**src/rtl/bist_response_analyzer.sv**
```systemverilog
// BIST output-response analyzer: compacts full-adder CUT responses into an 8-bit MISR and grades the run.
// Optional macro BIST_ORA_CMP_EN adds a per-pattern golden-compare error counter to the verdict.
module bist_response_analyzer #(
    parameter int          NUM_PATTERNS = 8,
    parameter logic [7:0]  SIG_SEED     = 8'hFF,
    parameter logic [7:0]  GOLDEN_SIG   = 8'h00
) (
    input  logic       clk,
    input  logic       rst_n,
    input  logic       start,
    input  logic       pat_valid,
    input  logic       sum,
    input  logic       cout,
    input  logic       exp_sum,
    input  logic       exp_cout,
    output logic       busy,
    output logic       done,
    output logic       pass,
    output logic       fail,
    output logic [7:0] signature,
    output logic [3:0] err_count
);

    typedef enum logic [1:0] {IDLE, COMPACT, CHECK, DONE} state_t;

    localparam logic [3:0] LAST_PAT = 4'(NUM_PATTERNS - 1);

    state_t     state_q, state_d;
    logic [7:0] sig_q, sig_d;
    logic [3:0] cnt_q, cnt_d;
    logic [3:0] err_q, err_d;
    logic       pass_q, pass_d;
    logic       fail_q, fail_d;

    logic [7:0] misr_next;
    logic [3:0] err_upd;
    logic       verdict;

    // Feedback taps x^8 + x^6 + x^5 + x^4 feed bit 0; carry is injected at bit 1.
    assign misr_next[0] = sig_q[7] ^ sig_q[5] ^ sig_q[4] ^ sig_q[3] ^ sum;
    assign misr_next[1] = sig_q[0] ^ cout;
    generate
        for (genvar gi = 2; gi < 8; gi++) begin : g_shift
            assign misr_next[gi] = sig_q[gi-1];
        end
    endgenerate

`ifdef BIST_ORA_CMP_EN
    logic mismatch;
    assign mismatch = ({sum, cout} != {exp_sum, exp_cout});
    assign err_upd  = (mismatch && (err_q != 4'hF)) ? err_q + 4'd1 : err_q;
`else
    logic unused_exp;
    assign unused_exp = exp_sum ^ exp_cout;
    assign err_upd    = 4'd0;
`endif

    assign verdict = (sig_q == GOLDEN_SIG) && (err_q == 4'd0);

    always_comb begin
        state_d = state_q;
        sig_d   = sig_q;
        cnt_d   = cnt_q;
        err_d   = err_q;
        pass_d  = pass_q;
        fail_d  = fail_q;
        case (state_q)
            IDLE, DONE: begin
                if (start) begin
                    state_d = COMPACT;
                    sig_d   = SIG_SEED;
                    cnt_d   = 4'd0;
                    err_d   = 4'd0;
                    pass_d  = 1'b0;
                    fail_d  = 1'b0;
                end
            end
            COMPACT: begin
                if (pat_valid) begin
                    sig_d = misr_next;
                    cnt_d = cnt_q + 4'd1;
                    err_d = err_upd;
                    if (cnt_q == LAST_PAT) begin
                        state_d = CHECK;
                    end
                end
            end
            CHECK: begin
                state_d = DONE;
                pass_d  = verdict;
                fail_d  = !verdict;
            end
            default: state_d = IDLE;
        endcase
    end

    always_ff @(posedge clk) begin
        if (!rst_n) begin
            state_q <= IDLE;
            sig_q   <= SIG_SEED;
            cnt_q   <= 4'd0;
            err_q   <= 4'd0;
            pass_q  <= 1'b0;
            fail_q  <= 1'b0;
        end else begin
            state_q <= state_d;
            sig_q   <= sig_d;
            cnt_q   <= cnt_d;
            err_q   <= err_d;
            pass_q  <= pass_d;
            fail_q  <= fail_d;
        end
    end

    assign busy      = (state_q == COMPACT) || (state_q == CHECK);
    assign done      = (state_q == DONE);
    assign pass      = pass_q;
    assign fail      = fail_q;
    assign signature = sig_q;
    assign err_count = err_q;

endmodule

```
**config.mk**
```make
export PLATFORM = sky130hd
export DESIGN_NAME = bist_response_analyzer
export DESIGN_NICKNAME = d
export VERILOG_FILES = /design/src/rtl/bist_response_analyzer.sv
export SDC_FILE = /design/constraint.sdc
export NUM_CORES = 1
export LEC_CHECK = 0
export ABC_AREA = 1
export CAP_MARGIN = 25
export CORE_UTILIZATION = 44
export CTS_BUF_LIST = sky130_fd_sc_hd__clkbuf_4 sky130_fd_sc_hd__clkbuf_8
export DETAILED_ROUTE_END_ITERATION = 7
export PLACE_DENSITY = 0.77
export RECOVER_POWER = 100
export SLEW_MARGIN = 25
export SYNTH_ARGS = -nofsm -noshare
export SYNTH_HDL_FRONTEND = slang
export SYNTH_SLANG_ARGS = --single-unit
```
**constraint.sdc**
```tcl
create_clock -name clk -period 1.35 [get_ports clk]
set_input_delay 0.135 -clock clk [delete_from_list [all_inputs] [get_ports clk]]
set_output_delay 0.135 -clock clk [all_outputs]
set_load 0.02 [all_outputs]
```
==> flow_summary.json <==
{
  "status": "finished with violations",
  "violations": "setup timing",
  "power_switching_mw": 1.68,
  "gp_congestion": 0.857,
  "swShare_pct": 50.6,
  "yosys_warnings": 0,
  "fin_crit_sh_pct": 106,
  "clock_latency_ns": 0.29,
  "grtUsageTotal_pct": 23.4,
  "pwr-share-comb_pct": 67.9,
  "p_int_mw": 1.64,
  "synth_fa_ha_area_share_pct": 5.66,
  "wl_per_cell_um": 12.6,
  "setup.worst_path.end_class": "flip-flop",
  "grt_overflow": 0,
  "drive_above_1_share_pct": 29.2,
  "grt_pass1_vias": 910,
  "min_path_type": "flip-flop to flip-flop",
  "die_h_um": 46.8,
  "max_freq_ghz": 0.698,
  "via_count": 904,
  "rows": 15,
  "ctsRootBufferMaster": "clkbuf_4",
  "grt_first_pass_wirelength_mm": 3.62,
  "ys_types": 22,
  "drt_iter0_drc": 18,
  "grt_setup_unrepaired": "true",
  "ys_ff_latch": 16,
  "final_area_um2": 1250,
  "ir_drop_mv": 1.40,
  "synthMuxAreaShare_pct": 0,
  "dpl.hpwl_mm": 1.45,
  "fin_ws_ns": -0.0834,
  "synth_top_cell_by_area": "dfxtp_1",
  "antenna_cells": 0,
  "cts_sinks": 16,
  "seq_area_frac_synth_pct": 36.2,
  "viasPerCell": 5.05,
  "start_util_pct": 49.1,
  "synth_area_leaders": "dfxtp_1 (36%), nand2_1 (12%), inv_1 (7.2%), a21oi_1 (6.2%), ha_1 (5.7%)",
  "crit_fanout": 4,
  "synth_top_area_share_pct": 36.2,
  "fillCellCount": 147,
  "ant_nets": 0,
  "cts_buffers": 3,
  "seq_power_share_pct": 24.3,
  "synth-simple-area-share_pct": 25.6,
  "grt_use_met1_pct": 25.1,
  "final_common_cell": "nand2_1",
  "drc": 0,
  "crit_type": "flip-flop to flip-flop",
  "pre_cts_ws_ns": -0.122,
  "avgSynthCellArea_um2": 7.13,
  "wl_mm": 2.26,
  "io_pins": 24,
  "antenna_found_initial": 0,
  "syn_to_final_growth_pct": 41.4,
  "netlist_area_um2": 885,
  "firstDrtPassIters": 4,
  "cts_buffer_depth": 2,
  "grtUsageMet3_pct": 5.38,
  "dpl_cell_area_um2": 1100,
  "p_per_area_nw_per_um2": 2660,
  "cp-start-kind": "flip-flop",
  "path_clk_slew_ns": 0.09,
  "design.die.area_um2": 2190,
  "cts_tree": "yes",
  "pwr-share-clk_pct": 7.8,
  "io_buffer_count": 17,
  "maxCapViolCount": 0,
  "cp_data_required_time_ns": 1.53,
  "synth_xor_area_share_pct": 0.990,
  "die_w_um": 46.8,
  "period_needed_ns": 1.43,
  "hold_buffers": 0,
  "hold_viol_final": 0,
  "setup_viol": 7,
  "final_max_slew_viol_count": 0,
  "synth_cells": 124,
  "leakagePower_nw": 0.565,
  "synth_top_family_by_area": "simple AND/OR/NAND/NOR gates",
  "ctsHtreeMaxLevel": 1,
  "layout.cells.most_common_list": "nand2_1 (25), inv_1 (15), dfxtp_1 (14)",
  "gr-usage-met2_pct": 41.1,
  "cp.arrival_ns": 1.61,
  "nets": 168,
  "synth-compound-area-share_pct": 17.1,
  "top_usage_layer": "met2",
  "coreArea_um2": 1800,
  "finClkSkew_ns": 0.000806,
  "grt_start_max_net_pins": 14
}
path summary, 6_finish.rpt:
kind         startpoint  slack, ns            to  cells past startpoint
max          state_q[0]      -0.08  signature[6]                      8
min                pass       0.47          pass                      2
max reg2reg  state_q[0]      -0.08  signature[6]                      8
min reg2reg        pass       0.47          pass                      2
stage by stage:
| step | instances | utilization (%) | hold WS (ns) | power (mW) | TNS, ns |
|---|---|---|---|---|---|
| CTS | 176 | 67.3 | 0.471 | 3.10 | -0.0121 |
| global route | 179 | 69.4 | 0.495 | 3.57 | -0.851 |
| floorplan | 127 | - | 0.219 | 2.05 | 0 |
| detailed placement | 169 | 61.3 | 0.462 | 2.61 | -0.821 |
| global placement | 169 | 61.3 | 0.455 | 2.56 | -0.381 |
| finish | 179 | 69.4 | 0.470 | 3.33 | -0.214 |
state kept, by name, summed over array words and instances, names as in the netlist:
name / count
signature: 8
cnt_q: 4
state_q: 2
fail: 1
pass: 1
kinds of logic after synthesis:
family | after synthesis
and+or+nand+nor | 51
buffers and inverters | 26
AOI/OAI and AO/OA | 25
DFF | 16
adders and majority gates | 4
xor gates and xnor gates | 1
other | 1
worst max-delay path, stage by stage, from the launching register on:
cell     delay (ns)
dfxtp_2        0.35
inv_2          0.05
ha_4           0.28
nand2_2        0.09
nand2_2        0.11
o21ai_4        0.07
buf_4          0.17
a21oi_2        0.12
o21ai_1        0.09
per-layer routing:
layer / wire length, µm / vias up
met5: 0 / -
met4: 34 / 0
met3: 79 / 6
met2: 1190 / 30
met1: 950 / 414
li1: - / 454
area by class of cell:
class / count / area [µm²] / share of cell area [%]
clock buffers: 3 / 22.5 / 1.80
multi-input cells: 86 / 554 / 44.3
repair buffers: 28 / 234 / 18.7
well taps: 25 / 31.3 / 2.50
flip-flops and latches: 16 / 325 / 26.0
inverters: 21 / 83.8 / 6.70
synthesized netlist by cell type (all sizes together):
| cell type | n |
|---|---|
| o211ai | 2 |
| nor2 | 8 |
| nor3 | 4 |
| inv | 21 |
| o21ai | 9 |
| ha | 4 |
| o31ai | 1 |
| buf | 5 |
| conb | 1 |
| xor2 | 1 |
| a21oi | 13 |
| nand3 | 6 |
| nand2 | 33 |
| dfxtp | 16 |
what timing repair did:
item,4_1_cts,5_1_grt
pin swaps,5,3
setup endpoints to repair,25,16
gates cloned,1,0
buffers inserted,3,3
gates resized for setup,32,12
power by group through the flow:
stage	combinational (mW)	clock (mW)	sequential [mW]
floorplan	1.13	0	0.925
global placement	1.76	0	0.796
finish	2.26	0.259	0.808
global route	2.47	0.274	0.830
CTS	2.06	0.253	0.786
detailed placement	1.81	0	0.805
No activity file was read; power rests on OpenSTA's default activity.
